File: config.mk
export PLATFORM = sky130hd
export DESIGN_NAME = servo_pwm_multi
export DESIGN_NICKNAME = d
export VERILOG_FILES = /design/src/rtl/servo_pkg.sv /design/src/rtl/servo_ch.sv /design/src/rtl/servo_pwm_multi.sv
export SDC_FILE = /design/constraint.sdc
export NUM_CORES = 1
export LEC_CHECK = 0
export CAP_MARGIN = 30
export CORE_AREA = 2 2 190 192
export CTS_CLUSTER_DIAMETER = 150
export DETAILED_ROUTE_END_ITERATION = 8
export DIE_AREA = 0 0 192 194
export PLACE_DENSITY = 0.68
export SYNTH_ARGS = -nofsm -noshare
export SYNTH_HDL_FRONTEND = slang
export SYNTH_SLANG_ARGS = --single-unit
export TNS_END_PERCENT = 5
File: constraint.sdc
create_clock -name clk -period 8.5 [get_ports clk]
set_input_delay 1.275 -clock clk [delete_from_list [all_inputs] [get_ports clk]]
set_output_delay 1.275 -clock clk [all_outputs]
set_load 0.02 [all_outputs]
File: src/rtl/servo_pkg.sv
// Shared helpers for the multi-channel servo PWM generator: clock divider,
// counter widths and the position-to-pulse-width mapping.
package servo_pkg;

    function automatic int cnt_w(input int n);
        return (n <= 32'sd2) ? 32'sd1 : $clog2(n);
    endfunction

    function automatic int clk_div(input int clk_freq);
        return clk_freq / 32'sd1_000_000;
    endfunction

    // Product is formed at 64 bits so no bits are lost before the shift.
    function automatic int pulse_width(input int pos, input int pos_w,
                                       input int min_us, input int max_us);
        longint prod;
        prod = longint'(pos) * longint'(max_us - min_us);
        return min_us + int'(prod >> pos_w);
    endfunction

endpackage

File: src/rtl/servo_ch.sv
// One servo channel: target latch, per-frame slew limiter, pulse-width
// register and the counter comparator that drives the pulse output.
module servo_ch
    import servo_pkg::*;
#(
    parameter int POS_W   = 8,
    parameter int FC_W    = 15,
    parameter int MIN_US  = 1000,
    parameter int MAX_US  = 2000,
    parameter int STEP    = 4,
    parameter int RST_POS = 128
) (
    input  logic             clk,
    input  logic             rst,
    input  logic             en_i,
    input  logic             wrap_i,
    input  logic [FC_W-1:0]  fc_i,
    input  logic [POS_W-1:0] target_i,
    output logic [POS_W-1:0] cur_pos_o,
    output logic             pwm_o,
    output logic             busy_o
);

    localparam int FULL     = 32'sd1 << POS_W;
    localparam int STEP_SAT = (STEP >= FULL) ? (FULL - 32'sd1) : STEP;
    localparam logic [POS_W-1:0] STEP_V  = POS_W'(STEP_SAT);
    localparam logic [POS_W-1:0] RST_V   = POS_W'(RST_POS);
    localparam logic [FC_W-1:0]  RST_WID = FC_W'(pulse_width(RST_POS, POS_W, MIN_US, MAX_US));

    logic [POS_W-1:0] tgt_q, tgt_d, cur_q, cur_d, gap_s, slew_s;
    logic [FC_W-1:0]  wid_q, wid_d;
    logic             busy_q, busy_d, pwm_q, pwm_d;

    // Slew toward the newly latched target; the step saturates at the target.
    always_comb begin
        tgt_d  = tgt_q;
        gap_s  = '0;
        slew_s = cur_q;
        cur_d  = cur_q;
        wid_d  = wid_q;
        if (wrap_i) begin
            tgt_d = target_i;
        end else begin
            tgt_d = tgt_q;
        end
        if (tgt_d > cur_q) begin
            gap_s  = tgt_d - cur_q;
            slew_s = (gap_s <= STEP_V) ? tgt_d : (cur_q + STEP_V);
        end else begin
            gap_s  = cur_q - tgt_d;
            slew_s = (gap_s <= STEP_V) ? tgt_d : (cur_q - STEP_V);
        end
        if (wrap_i) begin
            cur_d = slew_s;
            wid_d = FC_W'(pulse_width(int'(slew_s), POS_W, MIN_US, MAX_US));
        end else begin
            cur_d = cur_q;
            wid_d = wid_q;
        end
        busy_d = (cur_d != tgt_d);
        pwm_d  = en_i && (fc_i < wid_q);
    end

    // Channel state registers.
    always_ff @(posedge clk or negedge rst) begin
        if (!rst) begin
            tgt_q  <= RST_V;
            cur_q  <= RST_V;
            wid_q  <= RST_WID;
            busy_q <= 1'b0;
            pwm_q  <= 1'b0;
        end else begin
            tgt_q  <= tgt_d;
            cur_q  <= cur_d;
            wid_q  <= wid_d;
            busy_q <= busy_d;
            pwm_q  <= pwm_d;
        end
    end

    assign cur_pos_o = cur_q;
    assign pwm_o     = pwm_q;
    assign busy_o    = busy_q;

endmodule

File: src/rtl/servo_pwm_multi.sv
// Multi-channel hobby-servo PWM generator: shared microsecond prescaler and
// frame counter feeding N_CH slew-limited channels.
module servo_pwm_multi
    import servo_pkg::*;
#(
    parameter int CLK_FREQ  = 50_000_000,
    parameter int N_CH      = 4,
    parameter int POS_W     = 8,
    parameter int PERIOD_US = 20000,
    parameter int MIN_US    = 1000,
    parameter int MAX_US    = 2000,
    parameter int STEP      = 4,
    parameter int RST_POS   = 2 ** (POS_W - 1)
) (
    input  logic                  clk,
    input  logic                  rst,
    input  logic                  en,
    input  logic [N_CH*POS_W-1:0] target,
    output logic [N_CH-1:0]       pwm,
    output logic [N_CH*POS_W-1:0] cur_pos,
    output logic                  frame_start,
    output logic                  busy
);

    localparam int DIV   = clk_div(CLK_FREQ);
    localparam int PRE_W = cnt_w(DIV);
    localparam int FC_W  = cnt_w(PERIOD_US);
    localparam logic [PRE_W-1:0] PRE_LAST = PRE_W'(DIV - 32'sd1);
    localparam logic [FC_W-1:0]  FC_LAST  = FC_W'(PERIOD_US - 32'sd1);

    logic [PRE_W-1:0] pre_q, pre_d;
    logic [FC_W-1:0]  fc_q, fc_d;
    logic             us_tick_s, wrap_s, fs_q;
    logic [N_CH-1:0]  ch_busy_s;

    // Prescaler and frame counter; disabling parks both at zero.
    always_comb begin
        us_tick_s = en && (pre_q == PRE_LAST);
        wrap_s    = us_tick_s && (fc_q == FC_LAST);
        pre_d     = pre_q;
        fc_d      = fc_q;
        if (!en) begin
            pre_d = '0;
            fc_d  = '0;
        end else if (us_tick_s) begin
            pre_d = '0;
            fc_d  = wrap_s ? '0 : (fc_q + FC_W'(1));
        end else begin
            pre_d = pre_q + PRE_W'(1);
            fc_d  = fc_q;
        end
    end

    // Timebase registers and the frame boundary strobe.
    always_ff @(posedge clk or negedge rst) begin
        if (!rst) begin
            pre_q <= '0;
            fc_q  <= '0;
            fs_q  <= 1'b0;
        end else begin
            pre_q <= pre_d;
            fc_q  <= fc_d;
            fs_q  <= wrap_s;
        end
    end

    for (genvar i = 0; i < N_CH; i++) begin : g_ch
        servo_ch #(
            .POS_W  (POS_W),
            .FC_W   (FC_W),
            .MIN_US (MIN_US),
            .MAX_US (MAX_US),
            .STEP   (STEP),
            .RST_POS(RST_POS)
        ) u_ch (
            .clk      (clk),
            .rst      (rst),
            .en_i     (en),
            .wrap_i   (wrap_s),
            .fc_i     (fc_q),
            .target_i (target[i*POS_W +: POS_W]),
            .cur_pos_o(cur_pos[i*POS_W +: POS_W]),
            .pwm_o    (pwm[i]),
            .busy_o   (ch_busy_s[i])
        );
    end

    assign frame_start = fs_q;
    assign busy        = |ch_busy_s;

endmodule

== After elaboration in Yosys (flattened, before gate mapping) ==
Index checks and enable logic that the tools add are counted.
Cells by class
  add/sub/neg operators: 22
  reductions and logical operators: 7
  mux-type cells: 25
  order comparisons: 16
  eq/ne operators: 7
  multiply operators: 4
Operators with widths (number)
  $mux 8: 20
  $le 8x3->1 const B: 8
  $sub 8x8->8: 8
  $add 11x15->15 const A: 4
  $lt 15x15->1: 4
  $mul 8x7->15 const B: 4
  $mux 15: 3
  $add 8x3->8 const B: 4
  $gt 8x8->1: 4
  $ne 8x8->1: 4
  $sub 8x3->8 const B: 4
  $add 15x1->15 const B: 1
  $eq 15x15->1 const B: 1
  $mux 6: 2
  $add 6x1->6 const B: 1
  $eq 6x6->1 const B: 1
  $logic_and 1x1->1: 6
  $reduce_or 4->1: 1
  $ne 2x1->1 const B: 1
Word-level totals
  register bits after elaboration: 154
  logic and storage cells: 104
  input port bits: 35
  output and inout port bits: 38

== Longest topological paths before layout ==
  depth after elaboration: 10
  depth in mapped cells: 42
  mapped depth without buffers: 39

== Cells and area by module ==
Synthesis repeated with hierarchy kept, for this count alone.
Unflattened totals
  cell total of the unflattened synthesis: 2008
  area total of the unflattened synthesis: 17983.5 um^2
By module, submodules not included
  servo_ch at g_ch[0].u_ch: cells an instance 468, seq. area each 737.0 um^2, area each 4271.6 um^2, instances 1
  servo_ch at g_ch[2].u_ch: cells an instance 477, seq. area each 737.0 um^2, area each 4199.0 um^2, instances 1
  servo_ch at g_ch[3].u_ch: cells an instance 458, seq. area each 737.0 um^2, area each 4145.2 um^2, instances 1
  servo_ch at g_ch[1].u_ch: cells an instance 475, seq. area each 737.0 um^2, area each 4122.7 um^2, instances 1
  servo_pwm_multi: cells an instance 130, seq. area each 550.5 um^2, area each 1244.9 um^2, instances 1

== Least setup slack after synthesis ==
No wires, ideal clock.
  path type: input port to flip-flop
  start point: input en
  end point: register g_ch[0].u_ch.wid_q[7]
  library setup time: 79 ps
  arrival time: 9628 ps
  stages on the path: 38
  slack: -1207 ps
  cells stage by stage: and3_1 -> buf_2 -> nand2_4 -> buf_1 -> clkbuf_1 -> nand2_1 -> nand2_1 -> ha_1 -> clkbuf_1 -> inv_1 -> and4_4 -> a2111oi_4 -> o311ai_1 -> nor4_2 -> and2_1 -> buf_2 -> or2_2 -> o221ai_1 -> [... 2 more ...] -> inv_1 -> fa_1 -> fa_1 -> fa_1 -> inv_1 -> ha_1 -> and3_1 -> a21o_1 -> nor2_1 -> inv_1 -> a21oi_1 -> xnor2_1 -> ha_1 -> nor2_1 -> a2111oi_0 -> nor3_1 -> xnor2_1 -> o21ai_0
On the way
  cells in the longest elaborated chain, start to end: 9
  elaborated cells on any way between the ends: 13
  those cells by class: add/sub: 3; mul: 1; order compare: 3; mux: 4; reduce/logical: 2
RTL lines
  from (decl): RTL line servo_pwm_multi.sv:17  | input logic en,
  $logic_and 1x1->1 *: RTL line servo_pwm_multi.sv:38  | us_tick_s = en && (pre_q == PRE_LAST);
  $logic_and 1x1->1 *: RTL line servo_pwm_multi.sv:39  | wrap_s = us_tick_s && (fc_q == FC_LAST);
  $mux 8: RTL line servo_ch.sv:41  | if (wrap_i) begin
  $sub 8x8->8 (on tied branches): RTL line servo_ch.sv:50, servo_ch.sv:47
  $le 8x3->1 (on tied branches): RTL line servo_ch.sv:51, servo_ch.sv:48
  $mux 8 (on tied branches): RTL line servo_ch.sv:51, servo_ch.sv:48
  $mux 8: RTL line servo_ch.sv:46  | if (tgt_d > cur_q) begin
  $mul 8x7->15: RTL line servo_pkg.sv:17  | prod = longint'(pos) * longint'(max_us - min_us);
  $add 11x15->15: RTL line servo_pkg.sv:18  | return min_us + int'(prod >> pos_w);
  to (signal assigned): RTL line servo_ch.sv:75  | wid_q <= wid_d;
  to (decl): RTL line servo_ch.sv:31  | logic [FC_W-1:0] wid_q, wid_d;
Mark *: on every way between the ends. The rest lies on a longest branch, timed or not.
A chain may end at the register's enable or synchronous reset.

== Worst setup path in the final report ==
  start point: input en
  end point: register g_ch[1].u_ch.wid_q[9]
On the way
  cells in the longest elaborated chain, start to end: 9
  elaborated cells on any way between the ends: 13
  those cells by class: add/sub: 3; mul: 1; order compare: 3; mux: 4; reduce/logical: 2
RTL lines (RTL line)
  $logic_and 1x1->1 *: servo_pwm_multi.sv:38
  $logic_and 1x1->1 *: servo_pwm_multi.sv:39
  $mux 8: servo_ch.sv:41
  $sub 8x8->8 (on tied branches): servo_ch.sv:50, servo_ch.sv:47
  $le 8x3->1 (on tied branches): servo_ch.sv:51, servo_ch.sv:48
  $mux 8 (on tied branches): servo_ch.sv:51, servo_ch.sv:48
  $mux 8: servo_ch.sv:46
  $mul 8x7->15: servo_pkg.sv:17
  $add 11x15->15: servo_pkg.sv:18
  to (signal assigned): servo_ch.sv:75
  to (decl): servo_ch.sv:31
Marked as above.

==> results.yml <==
placed_design:
  portBuffers: 72
  pre_cts_ws_ps: -792
  dp_hpwl_um: 41300
  place_congestion: 0.906
pwr:
  power_frac_comb_pct: 3.2
  internal-power_w: 0.00112
  power.density_nw_per_um2: 62.7
  switching_power_w: 0.000373
  ir_drop_mv: 0.140
  swShare_pct: 24.9
  clkPwrFrac_pct: 52.7
  p_leak_nw: 11.9
  seqPwrFrac_pct: 44.2
grt:
  grt_max_degree: 86
  grt_usage_pct: 29.2
  grt-ovfl-total: 0
  antenna_found_initial: 1
  grt_pass1_wl_um: 87900
  grt_pass1_vias: 17529
finish:
  num-fill-cells: 2802
  final_cell_mix: "buf_4, inv_1, nand2_1"
  layout_commonest_cell: "buf_4"
  nNetsFinal: 2928
  drive_gt1_share_pct: 29.5
  seq_area_um2: 3500
  syn_to_final_growth_pct: 36.7
  multiInputGateArea_um2: 13700
sta:
  fmax_mhz: 122
  fin_crit_sh_pct: 96.4
  slew_violations: 0
  slew_headroom_pct: 43.0
  rsz0062_at_grt: "true"
  worst_pin_slew_ps: 855
  hold_violations: 0
  fin_hold_ws_ps: 464
  fin_skew_ps: 12.5
  period_minus_slack_ps: 8200
  fin_ws_ps: 302
  setup_viol: 0
critical_path:
  reg2reg_from: "fc_q[0]"
  r2r-end: "g_ch[1].u_ch.wid_q[9]"
  crit_top_cell: "fa_1"
  start_kind: "input pin"
  crit_arrival_ps: 8510
  endpoint_kind: "flip-flop"
  crit_type: "in -> reg"
  reg2reg_depth: 36
  cpPeakStageDelay_ps: 570
  required_ps: 8810
  reg2reg_slack_ps: 370
  startpoint: "en"
  endpoint: "g_ch[1].u_ch.wid_q[9]"
  critPathSlowestCell: "fa_1"
  path_max_fanout: 10
route:
  routed-wl-met2_um: 26000
  m1WireLength_um: 23800
  routed.top_layer: "met4"
  wl_per_cell_um: 17.5
  drc_errors: 0
  drt-pass1-iter-count: 6
  drt_wl_total_um: 53600
  drtAntennaViolNets: 0
  num_vias: 17273
  post_drt_via_cell_ratio: 5.64
  route.met3.wl_um: 2590
  drtIter0Drc: 1175
yosys:
  netlist_area_um2: 17500
  synth.yosys.seq_area_share_pct: 20.0
  yosysUniqueCellTypes: 108
  ys_seq_elements: 138
  synth_nets: 2441
  synth_area_per_cell_um2: 8.33
  ys.flop_type: "dfrtp_1"
  async_reset_ff_share_pct: 100
  yosysWarningCount: 0
  netlist_instances: 2098
  synth_edf_count: 0
floorplan:
  coreArea_um2: 35200
  die_w_um: 192
  io_pins: 73
  initial_core_util_pct: 49.6
  die_h_um: 194
  die_area_um2: 37200
  rows: 69
clock_tree:
  ctsHoldBuffers: 0
  clk_latency_ps: 450
  ctsRootBufferMaster: "clkbuf_16"
  htree_levels: 4
  cts_buffer_depth: 2
  numClockSinks: 138
  clkTransAtPathRegs_ps: 60
  cts_tree: "built"
  numCtsBuffers: 17
min_path:
  hold_path.class: "reg -> reg"
run_status:
  status: "completed"
job:
  maxCapViolations: 0
registers in the layout, indices dropped and copies added, names as in the netlist:
signal and flops:
fc_q 15, frame_start 1, g_ch.u_ch.busy_o 4, g_ch.u_ch.cur_pos_o 32
g_ch.u_ch.pwm_o 4, g_ch.u_ch.tgt_q 32, g_ch.u_ch.wid_q 44, pre_q 6
cell families after synthesis:
kind of cell    Yosys count  share of synthesized area, %
buf+inv                 357                          7.97
compound gates          508                          20.3
flops                   138                          20.0
xor+xnor                134                          6.76
mux                      35                          2.18
simple gates            618                          17.4
fa+ha+maj               308                          25.4
critical path, delay by kind of cell:
family                   cells  cell delay, ps
adder cells (fa/ha/maj)      6            2420
AO/OA/AOI/OAI               11            2000
multiplexers                 1             370
AND/OR/NAND/NOR              8            1190
buffers and inverters        7             850
XOR/XNOR                     2             360
layout make-up:
type / count / share of cell area (%)
clock buffers: 18 / 1.84
flip-flops and latches: 138 / 14.7
multi-input cells: 1603 / 57.3
repair buffers: 547 / 18.7
clock inverters: 14 / 0.660
inverters: 278 / 4.42
well taps: 461 / 2.42
diodes: 2 / 0.0210
stage by stage:
stage	TNS (ps)	util, %	area [um2]	cells	total power (W)
3_5_place_dp	-16750	63.2	22200	2996	0.000721
4_1_cts	0	66.7	23500	3050	0.00150
6_report	0	67.8	23900	3061	0.00150
3_3_place_gp	-11440	63.2	22200	2996	0.000720
5_1_grt	-114	67.8	23900	3059	0.00153
2_1_floorplan	-107	-	18000	2098	0.000681
what timing repair did:
item,in CTS,in global routing
setup buffers,20,9
endpoints found under the setup margin,25,24
gates cloned,2,0
pin swaps,26,21
gates resized for setup,88,65
Yosys cell counts (all sizes together), types with 6 or more instances:
| library cell | n | share of area [%] |
|---|---|---|
| buf | 21 | 0.74 |
| or3 | 8 | 0.29 |
| a2111oi | 6 | 0.44 |
| a211o | 8 | 0.40 |
| o41ai | 7 | 0.72 |
| nand2b | 38 | 1.4 |
| nor4 | 12 | 0.50 |
| or2 | 12 | 0.43 |
| o31ai | 13 | 0.59 |
| nor2 | 110 | 2.4 |
| dfstp | 36 | 5.4 |
| xnor2 | 97 | 4.9 |
| o221ai | 7 | 0.35 |
| and4 | 6 | 0.33 |
| dfrtp | 102 | 15 |
| nand2 | 223 | 4.8 |
| inv | 276 | 5.9 |
| nand3 | 56 | 1.6 |
| a21o | 23 | 0.99 |
| a31oi | 23 | 0.91 |
| nor3 | 42 | 1.2 |
| xor2 | 37 | 1.9 |
| and3 | 11 | 0.39 |
| nor2b | 24 | 0.86 |
| clkbuf | 58 | 1.2 |
| or4 | 6 | 0.26 |
| fa | 77 | 8.8 |
| o211ai | 12 | 0.52 |
| a21oi | 95 | 2.7 |
| o311ai | 11 | 0.69 |
| mux2 | 12 | 0.79 |
| ha | 231 | 17 |
| o22ai | 11 | 0.39 |
| nand4 | 29 | 1.0 |
| o21a | 15 | 0.64 |
| mux2i | 23 | 1.4 |
| o21ai | 153 | 4.5 |
| o2111ai | 6 | 0.30 |
| o21bai | 7 | 0.32 |
| a311oi | 13 | 0.72 |
| a21boi | 10 | 0.45 |
| a211oi | 28 | 1.4 |
| and2 | 22 | 0.79 |
how the worst min path moves through the flow:
stage | endpoint | startpoint | depth (start not counted) | slack (ps)
floorplan | g_ch[0].u_ch.wid_q[8] | g_ch[0].u_ch.wid_q[8] | 2 | 440
global placement | g_ch[2].u_ch.wid_q[8] | g_ch[2].u_ch.wid_q[8] | 2 | 450
detailed placement | g_ch[2].u_ch.wid_q[8] | g_ch[2].u_ch.wid_q[8] | 2 | 460
CTS | g_ch[2].u_ch.wid_q[8] | g_ch[2].u_ch.wid_q[8] | 2 | 470
global route | g_ch[2].u_ch.wid_q[8] | g_ch[2].u_ch.wid_q[8] | 2 | 500
finish | g_ch[2].u_ch.wid_q[8] | g_ch[2].u_ch.wid_q[8] | 2 | 460
power by group through the flow:
| stage | Clock (W) | Sequential, W | Combinational, W |
|---|---|---|---|
| 3_3_place_gp | 0 | 0.000673 | 0.0000472 |
| 4_1_cts | 0.000791 | 0.000661 | 0.0000481 |
| 6_report | 0.000788 | 0.000661 | 0.0000476 |
| 2_1_floorplan | 0 | 0.000672 | 0.00000883 |
| 3_5_place_dp | 0 | 0.000673 | 0.0000479 |
| 5_1_grt | 0.000820 | 0.000661 | 0.0000518 |
routing by layer:
| layer | vias up | track usage (%) |
|---|---|---|
| li1 | 8289 | - |
| met1 | 8417 | 39.2 |
| met2 | 478 | 49.8 |
| met3 | 89 | 3.08 |
| met4 | 0 | 8.28 |
| met5 | - | 0 |
Note: power is estimated with default switching activity, not from simulation.
